$ cat src/rtl/md_issue_ctrl_if.sv
// Handshake bundle between the E-stage issue controller (master) and the
// multiply/divide unit plus pipeline control consumers (slave).
interface md_issue_ctrl_if;
  logic       e_valid;
  logic [3:0] e_op;
  logic       d_is_md;
  logic       busy;
  logic       start;
  logic [3:0] XALUOp;
  logic       HLWr;
  logic       stall;
  logic       proto_err;
  logic [1:0] state_o;

  modport master (
    input  e_valid, e_op, d_is_md, busy,
    output start, XALUOp, HLWr, stall, proto_err, state_o
  );

  modport slave (
    output e_valid, e_op, d_is_md, busy,
    input  start, XALUOp, HLWr, stall, proto_err, state_o
  );
endinterface

$ cat src/rtl/md_issue_ctrl.sv
// E-stage issue controller for the multiply/divide unit: decodes the md
// instruction class, issues operations, stalls D while the unit is occupied,
// and watches the unit's busy handshake against the expected latency.
module md_issue_ctrl #(
  parameter int MULT_LAT = 5,
  parameter int DIV_LAT  = 10,
  parameter int SLACK    = 2
) (
  input  logic           clk,
  input  logic           reset,
  md_issue_ctrl_if.master bus
);

  typedef enum logic [1:0] {
    IDLE  = 2'b00,
    ISSUE = 2'b01,
    BUSY  = 2'b10,
    DRAIN = 2'b11
  } state_t;

  // Watchdog budgets: nominal latency plus tolerated overrun.
  localparam logic [4:0] MULT_LOAD = 5'(MULT_LAT + SLACK);
  localparam logic [4:0] DIV_LOAD  = 5'(DIV_LAT + SLACK);

  state_t     state;
  logic [4:0] cnt;

  logic is_md;       // valid E-stage instruction of any md class
  logic is_muldiv;   // mult/multu/div/divu
  logic is_mt;       // mthi/mtlo
  logic issue_now;   // mult/div leaving IDLE this cycle

  // Decode the E-stage opcode class.
  // NOTE: every signal assigned in always_comb gets a default first so no latch is inferred.
  always_comb begin
    is_md     = bus.e_valid && (bus.e_op[3] == 1'b0);
    is_muldiv = is_md && (bus.e_op[2] == 1'b0);
    is_mt     = is_md && (bus.e_op[2:1] == 2'b11);
    issue_now = (state == IDLE) && is_muldiv;
  end

  // Drive unit controls and the D-stage stall; only IDLE may issue or write HI/LO.
  always_comb begin
    bus.start   = 1'b0;
    bus.HLWr    = 1'b0;
    if (state == IDLE) begin
      bus.start = is_muldiv;
      bus.HLWr  = is_muldiv || is_mt;
    end
    bus.stall   = bus.d_is_md && ((state != IDLE) || issue_now);
    bus.XALUOp  = bus.e_valid ? bus.e_op : 4'b1111;
    bus.state_o = state;
  end

  // Sequence issue/execute/drain, track the latency watchdog and latch protocol errors.
  // NOTE: registers use non-blocking assignments so every flop samples pre-edge values.
  always_ff @(posedge clk or posedge reset) begin
    if (reset) begin
      state         <= IDLE;
      cnt           <= '0;
      bus.proto_err <= 1'b0;
    end else begin
      // An md instruction must never reach E while the unit is occupied.
      if (is_md && (state != IDLE))
        bus.proto_err <= 1'b1;

      case (state)
        IDLE: begin
          if (is_muldiv) begin
            cnt   <= bus.e_op[1] ? DIV_LOAD : MULT_LOAD;
            state <= ISSUE;
          end
        end
        ISSUE: begin
          // The unit loads at the issue edge, so busy must already be high.
          if (!bus.busy) begin
            bus.proto_err <= 1'b1;
            state         <= IDLE;
          end else begin
            cnt   <= cnt - 5'd1;
            state <= BUSY;
          end
        end
        BUSY: begin
          if (!bus.busy)
            state <= DRAIN;
          else if (cnt == 5'd0)
            bus.proto_err <= 1'b1;   // overran the latency budget; hold at 0
          else
            cnt <= cnt - 5'd1;
        end
        DRAIN: begin
          // HI/LO settled on busy's falling edge; reads are legal next cycle.
          state <= IDLE;
        end
        default: state <= IDLE;
      endcase
    end
  end

endmodule

$ cat src/flat_wrapper.sv
// flat-port wrapper written by rule: the top's interface ports become plain ports
module md_issue_ctrl_flat 
#(
  parameter int MULT_LAT = 5,
  parameter int DIV_LAT  = 10,
  parameter int SLACK    = 2
)
  (clk, reset, bus_e_valid, bus_e_op, bus_d_is_md, bus_busy, bus_start, bus_XALUOp, bus_HLWr, bus_stall, bus_proto_err, bus_state_o);
  md_issue_ctrl_if bus_i ();
  input  logic clk;
  input  logic reset;
  input wire logic [$bits(bus_i.e_valid)-1:0] bus_e_valid;
  input wire logic [$bits(bus_i.e_op)-1:0] bus_e_op;
  input wire logic [$bits(bus_i.d_is_md)-1:0] bus_d_is_md;
  input wire logic [$bits(bus_i.busy)-1:0] bus_busy;
  output wire logic [$bits(bus_i.start)-1:0] bus_start;
  output wire logic [$bits(bus_i.XALUOp)-1:0] bus_XALUOp;
  output wire logic [$bits(bus_i.HLWr)-1:0] bus_HLWr;
  output wire logic [$bits(bus_i.stall)-1:0] bus_stall;
  output wire logic [$bits(bus_i.proto_err)-1:0] bus_proto_err;
  output wire logic [$bits(bus_i.state_o)-1:0] bus_state_o;
  assign bus_i.e_valid = bus_e_valid;
  assign bus_i.e_op = bus_e_op;
  assign bus_i.d_is_md = bus_d_is_md;
  assign bus_i.busy = bus_busy;
  assign bus_start = bus_i.start;
  assign bus_XALUOp = bus_i.XALUOp;
  assign bus_HLWr = bus_i.HLWr;
  assign bus_stall = bus_i.stall;
  assign bus_proto_err = bus_i.proto_err;
  assign bus_state_o = bus_i.state_o;
  md_issue_ctrl #(.MULT_LAT(MULT_LAT), .DIV_LAT(DIV_LAT), .SLACK(SLACK)) u_core (.clk(clk), .reset(reset), .bus(bus_i));
endmodule
$ cat config.mk
export PLATFORM = sky130hd
export DESIGN_NAME = md_issue_ctrl_flat
export DESIGN_NICKNAME = d
export VERILOG_FILES = /design/src/rtl/md_issue_ctrl_if.sv /design/src/rtl/md_issue_ctrl.sv /design/src/flat_wrapper.sv
export SDC_FILE = /design/constraint.sdc
export NUM_CORES = 1
export LEC_CHECK = 0
export ABC_AREA = 1
export CORE_MARGIN = 1
export CORE_UTILIZATION = 45
export DETAILED_ROUTE_END_ITERATION = 12
export PLACE_DENSITY = 0.77
export SLEW_MARGIN = 20
export SYNTH_ARGS = -nofsm -noshare
export SYNTH_HDL_FRONTEND = slang
export SYNTH_SLANG_ARGS = --single-unit
$ cat constraint.sdc
create_clock -name clk -period 1.8 [get_ports clk]
set_input_delay 0.27 -clock clk [delete_from_list [all_inputs] [get_ports clk]]
set_output_delay 0.27 -clock clk [all_outputs]
set_load 0.1 [all_outputs]
# After elaboration in Yosys (flattened, before gate mapping)
# Index checks and enable logic that the tools add are counted.
[totals]
register_bits = 8
input_bits = 9
out_inout_bits = 10
elab_cells = 47
[op_classes]
add_sub_neg = 1
n_eq_ne = 9
muxes = 18
n_bitwise = 2
reduce_logical = 14
[ops]
columns = ["operator", "count"]
rows = [
  ["5-bit 2-to-1 mux", 4],
  ["5-bit one-hot mux with 3 select lines", 1],
  ["4-bit 2-to-1 mux", 2],
  ["2-bit inequality test (second input constant)", 4],
  ["2-bit one-hot mux with 4 select lines", 1],
  ["2-bit equality test (second input constant)", 3],
  ["1-bit logical AND", 6],
  ["1-bit 2-to-1 mux", 6],
  ["2-bit 2-to-1 mux", 3],
  ["5-bit logical NOT", 1],
  ["5-bit AND reduction", 1],
  ["5-bit by 1-bit subtractor with 5-bit output (second input constant)", 1],
  ["3-bit nonzero test", 1],
  ["2-bit by 1-bit equality test with 1-bit output (second input constant)", 1],
  ["2-bit logical NOT", 1],
  ["1-bit logical OR", 2],
  ["2-bit by 1-bit inequality test with 1-bit output (second input constant)", 1],
  ["1-bit inverter", 2],
  ["1-bit one-hot mux with 2 select lines", 1],
  ["2-bit AND reduction", 1],
  ["2-bit nonzero test", 1],
]

# Longest topological paths before layout
# Gate-level depths: netlist (run 1).
[depth]
depth_word = 7
depth_mapped = 8

# Worst setup path before layout (run 1)
# No wires, ideal clock.
[synth_timing]
path_type = "register to output"
start = "reg u_core.state[0] (netlist: u_core.bus.state_o[0])"
end = "out bus_stall"
arrival_ns = 3.648
t_required_ns = 1.530
setup_slack_ns = -2.118
stages_incl_launch_ff = 4
n_path_buf = 0
cell_sequence = "dfrtp_1 -> inv_1 -> ha_1 -> a21boi_0"
[synth_via]
elab_chain_cells = 4
elab_cells_between_ends = 5
classes_between = "reduce/logical (5)"
[synth_rtl]
columns = ["item", "line_no", "rtl"]
rows = [
  ["start, declared", "md_issue_ctrl.sv:25", "state_t state;"],
  ["start signal, assigned", "md_issue_ctrl.sv:59", "state <= IDLE;"],
  ["start signal, assigned", "md_issue_ctrl.sv:71", "state <= ISSUE;"],
  ["start signal, assigned", "md_issue_ctrl.sv:78", "state <= IDLE;"],
  ["2-bit logical NOT", "md_issue_ctrl.sv:39", "issue_now = (state == IDLE) && is_muldiv;"],
  ["1-bit logical AND", "md_issue_ctrl.sv:39", ""],
  ["1-bit logical OR *", "md_issue_ctrl.sv:50", "bus.stall = bus.d_is_md && ((state != IDLE) || issue_now);"],
  ["1-bit logical AND *", "md_issue_ctrl.sv:50", ""],
  ["end, declared", "flat_wrapper.sv:19", "output wire logic [$bits(bus_i.stall)-1:0] bus_stall;"],
]
# Every way passes the cells marked *; elsewhere a longest branch is shown, timed or not.

==> summary.md, run 1 <==
| Metric | Value |
|---|---|
| CTS tree | yes |
| Slew headroom | 78.4% |
| Diode count | 0 |
| Setup Crit Path Kind | reg2out |
| Synth Area in Compound Gates | 10.4% |
| Most common cell after layout, fill and taps aside | nand2_1 |
| Switch share | 55.5% |
| First-pass GRT wire length | 2530 um |
| Post-Synth XOR/XNOR Area | 1.40% |
| Class of the worst hold path | in2async |
| Die height | 39.3 um |
| Clock slew at reported path FFs | 0.06 ns |
| P_leak | 0.000503 uW |
| FP Rows | 13 |
| Number of global-route vias before repair | 568 |
| Inst Count DP | 124 |
| Iteration-0 DRC Markers | 11 |
| GRT Total Usage | 25.2% |
| Core Area | 1300 um^2 |
| Slew at the pin closest to its max-slew limit | 0.324 ns |
| Gpl congestion | 0.749 |
| Antenna violations before repair | 0 |
| Clock Power Share | 7.2% |
| Drt first pass iters | 4 |
| Final std cells w/o fill | 130 |
| PwrDens | 2070 nW/um^2 |
| Area delta synth->final | 64.4% |
| Commonest cells after routing, fill and taps aside | 33 x nand2_1, 10 x inv_1, 9 x buf_12 |
| Final Skew | 0.00737 ns |
| Synth Area in Simple Gates | 37.8% |
| Max FO, Critical Path | 5 |
| Root Buffer | clkbuf_4 |
| IO Pins | 19 |
| Fmax | 574 MHz |
| Largest net degree at the start of global routing | 9 |
| Max IR drop VDD | 1160 uV |
| Post-cts resize count | 0 |
| Pre-CTS setup slack | 0.122 ns |
| Syn avg cell area | 6.95 um^2 |
| Detailed Place HPWL | 1380 um |
| Clock Latency Late Sink | 0.26 ns |
| Yosys cell types | 18 |
| Remaining DRCs | 0 |
| Num Clock Sinks | 8 |
| Power, Total | 2130 uW |
| Number of vias per cell | 5.12 |
| Syn nets | 104 |
| H-tree depth | 1 |
| Final min period | 1.74 ns |
| Unrepaired setup endpoints after global routing | false |
| Share of cells above drive strength 1 | 31.3% |
| Die width | 39.3 um |
| Status | finished clean |
| Fin. Hold Viols | 0 |
| Per-cell routed wire length | 12.8 um |
| Max-capacitance violation count | 0 |
| Worst Setup Start Kind | flop |
| Via count | 666 |
| Seq pwr share | 18.7% |
| Total CTS buffers | 3 |
| Period Utilization, post-route | 96.7% |
| Multiplexer share of the synthesized area | 0% |
| Post-layout util | 79.0% |
| Max clock buf depth | 2 |
| Port Buf Inserts | 18 |
| Final #Nets | 130 |
| Pint | 946 uW |
| Comb power frac | 74.1% |
| Cell Area, Synth | 626 um^2 |
| Psw | 1180 uW |
| Die ar. | 1540 um^2 |
| Largest family of logic cells by synthesized area | simple AND/OR/NAND/NOR gates |
| # setup viols final | 0 |
| Initial core utilization | 48.1% |
| Synth Instances | 90 |
| Gr ovfl total | 0 |
| Synth Area in Adders | 10.0% |
| Final worst slack | 0.0593 ns |
| Setup crit end kind | primary output |
| CP required | 1.53 ns |
| Sequential share of the synthesized area | 32.0% |
| Worst Path Arrival | 1.47 ns |
| Synthesized flop and latch total | 8 |
| Final Max Tran Viols | 0 |
| Final WL | 1670 um |
| Synth warn | 0 |
| # hold bufs at CTS | 0 |
| Post-DRT Antenna Nets | 0 |
==> what timing repair did <==
action / CTS / global route
pin swaps: 1 / 0
gates cloned: 0 / 0
endpoints found under the setup margin: 1 / 1
buffers inserted: 1 / 1
==> power groups by stage <==
stage,registers [uW],logic (uW),clock network (uW)
finish,397,1580,153
global route,408,1690,163
CTS,409,1550,152
detailed placement,410,1520,0
global placement,407,1470,0
floorplan,626,889,0
==> critical path, stage by stage, from the launching register on <==
cell and delay (ns):
dfrtp_4 0.52, inv_4 0.08, ha_4 0.15, nand3_4 0.10
a21oi_4 0.16, buf_12 0.19
==> final timing paths <==
kind / startpoint / to / slack (ns) / depth (start not counted)
worst max-delay path: flop / bus_HLWr / 0.06 / 5
min in group clk: u_core.cnt[4] / u_core.cnt[4] / 0.51 / 2
max in group asynchronous: reset / u_core.bus.state_o[0] / 1.28 / 2
worst min register to register: u_core.cnt[4] / u_core.cnt[4] / 0.51 / 2
worst min-delay path: reset / u_core.cnt[4] / 0.25 / 2
worst max register to register: u_core.bus.state_o[0] / u_core.cnt[1] / 0.30 / 8
==> synthesized netlist by cell type <==
cell | instances | area [um^2]
nand2_1 | 33 | 124
inv_1 | 12 | 45.0
dfrtp_1 | 8 | 200
nand3_1 | 6 | 30.0
ha_1 | 5 | 62.6
a21oi_1 | 4 | 20.0
nor2_1 | 4 | 15.0
nand2_2 | 3 | 18.8
inv_2 | 2 | 7.51
nand2_4 | 2 | 22.5
nand3_2 | 2 | 20.0
o21ai_0 | 2 | 10.0
o21ai_1 | 2 | 10.0
a21boi_0 | 1 | 7.51
a21oi_2 | 1 | 8.76
nor2_2 | 1 | 6.26
o32ai_1 | 1 | 8.76
xnor2_1 | 1 | 8.76
==> through the flow <==
step	hold WS [ns]	TNS [ns]	cell area (um^2)
2_1_floorplan	0.0857	-0.0310	693
3_5_place_dp	0.500	0	987
5_1_grt	0.304	0	1030
6_report	0.255	0	1030
4_1_cts	0.266	0	1020
3_3_place_gp	0.477	0	987
==> cells by family (layout without fill, tap and decap cells) <==
kind of cell               after synthesis  in the layout
buffers and inverters                   14             39
and+or+nand+nor                         51             51
AOI/OAI and AO/OA                       11             11
adders and majority gates                5              5
xor gates and xnor gates                 1              1
DFF                                      8              8
==> final cells by class <==
class | count | area, um^2
inverters | 14 | 57.6
clock buffers | 4 | 26.3
fillers | 95 | 273
repair buffers | 21 | 290
multi-input cells | 68 | 428
well taps | 15 | 18.8
flip-flops and latches | 8 | 208
==> metal layers <==
layer / up-vias / share of wire (%) / track usage (%)
li1: 333 / - / -
met1: 307 / 40 / 28.1
met2: 24 / 54 / 48.3
met3: 2 / 4.9 / 6.82
met4: 0 / 0.84 / 2.59
met5: - / 0 / 0
(Power assumes the default switching activity.)
==> inputs of run 2 (changes only) <==
--- a/config.mk
+++ b/config.mk
@@ -9,7 +9,9 @@
 export CORE_MARGIN = 1
 export CORE_UTILIZATION = 45
 export DETAILED_ROUTE_END_ITERATION = 12
+export GPL_TIMING_DRIVEN = 1
 export PLACE_DENSITY = 0.77
+export SKIP_LAST_GASP = 1
 export SLEW_MARGIN = 20
 export SYNTH_ARGS = -nofsm -noshare
 export SYNTH_HDL_FRONTEND = slang
==> results of run 2 <==
No change in the layout: final DEF, timing and power equal those of run 1.
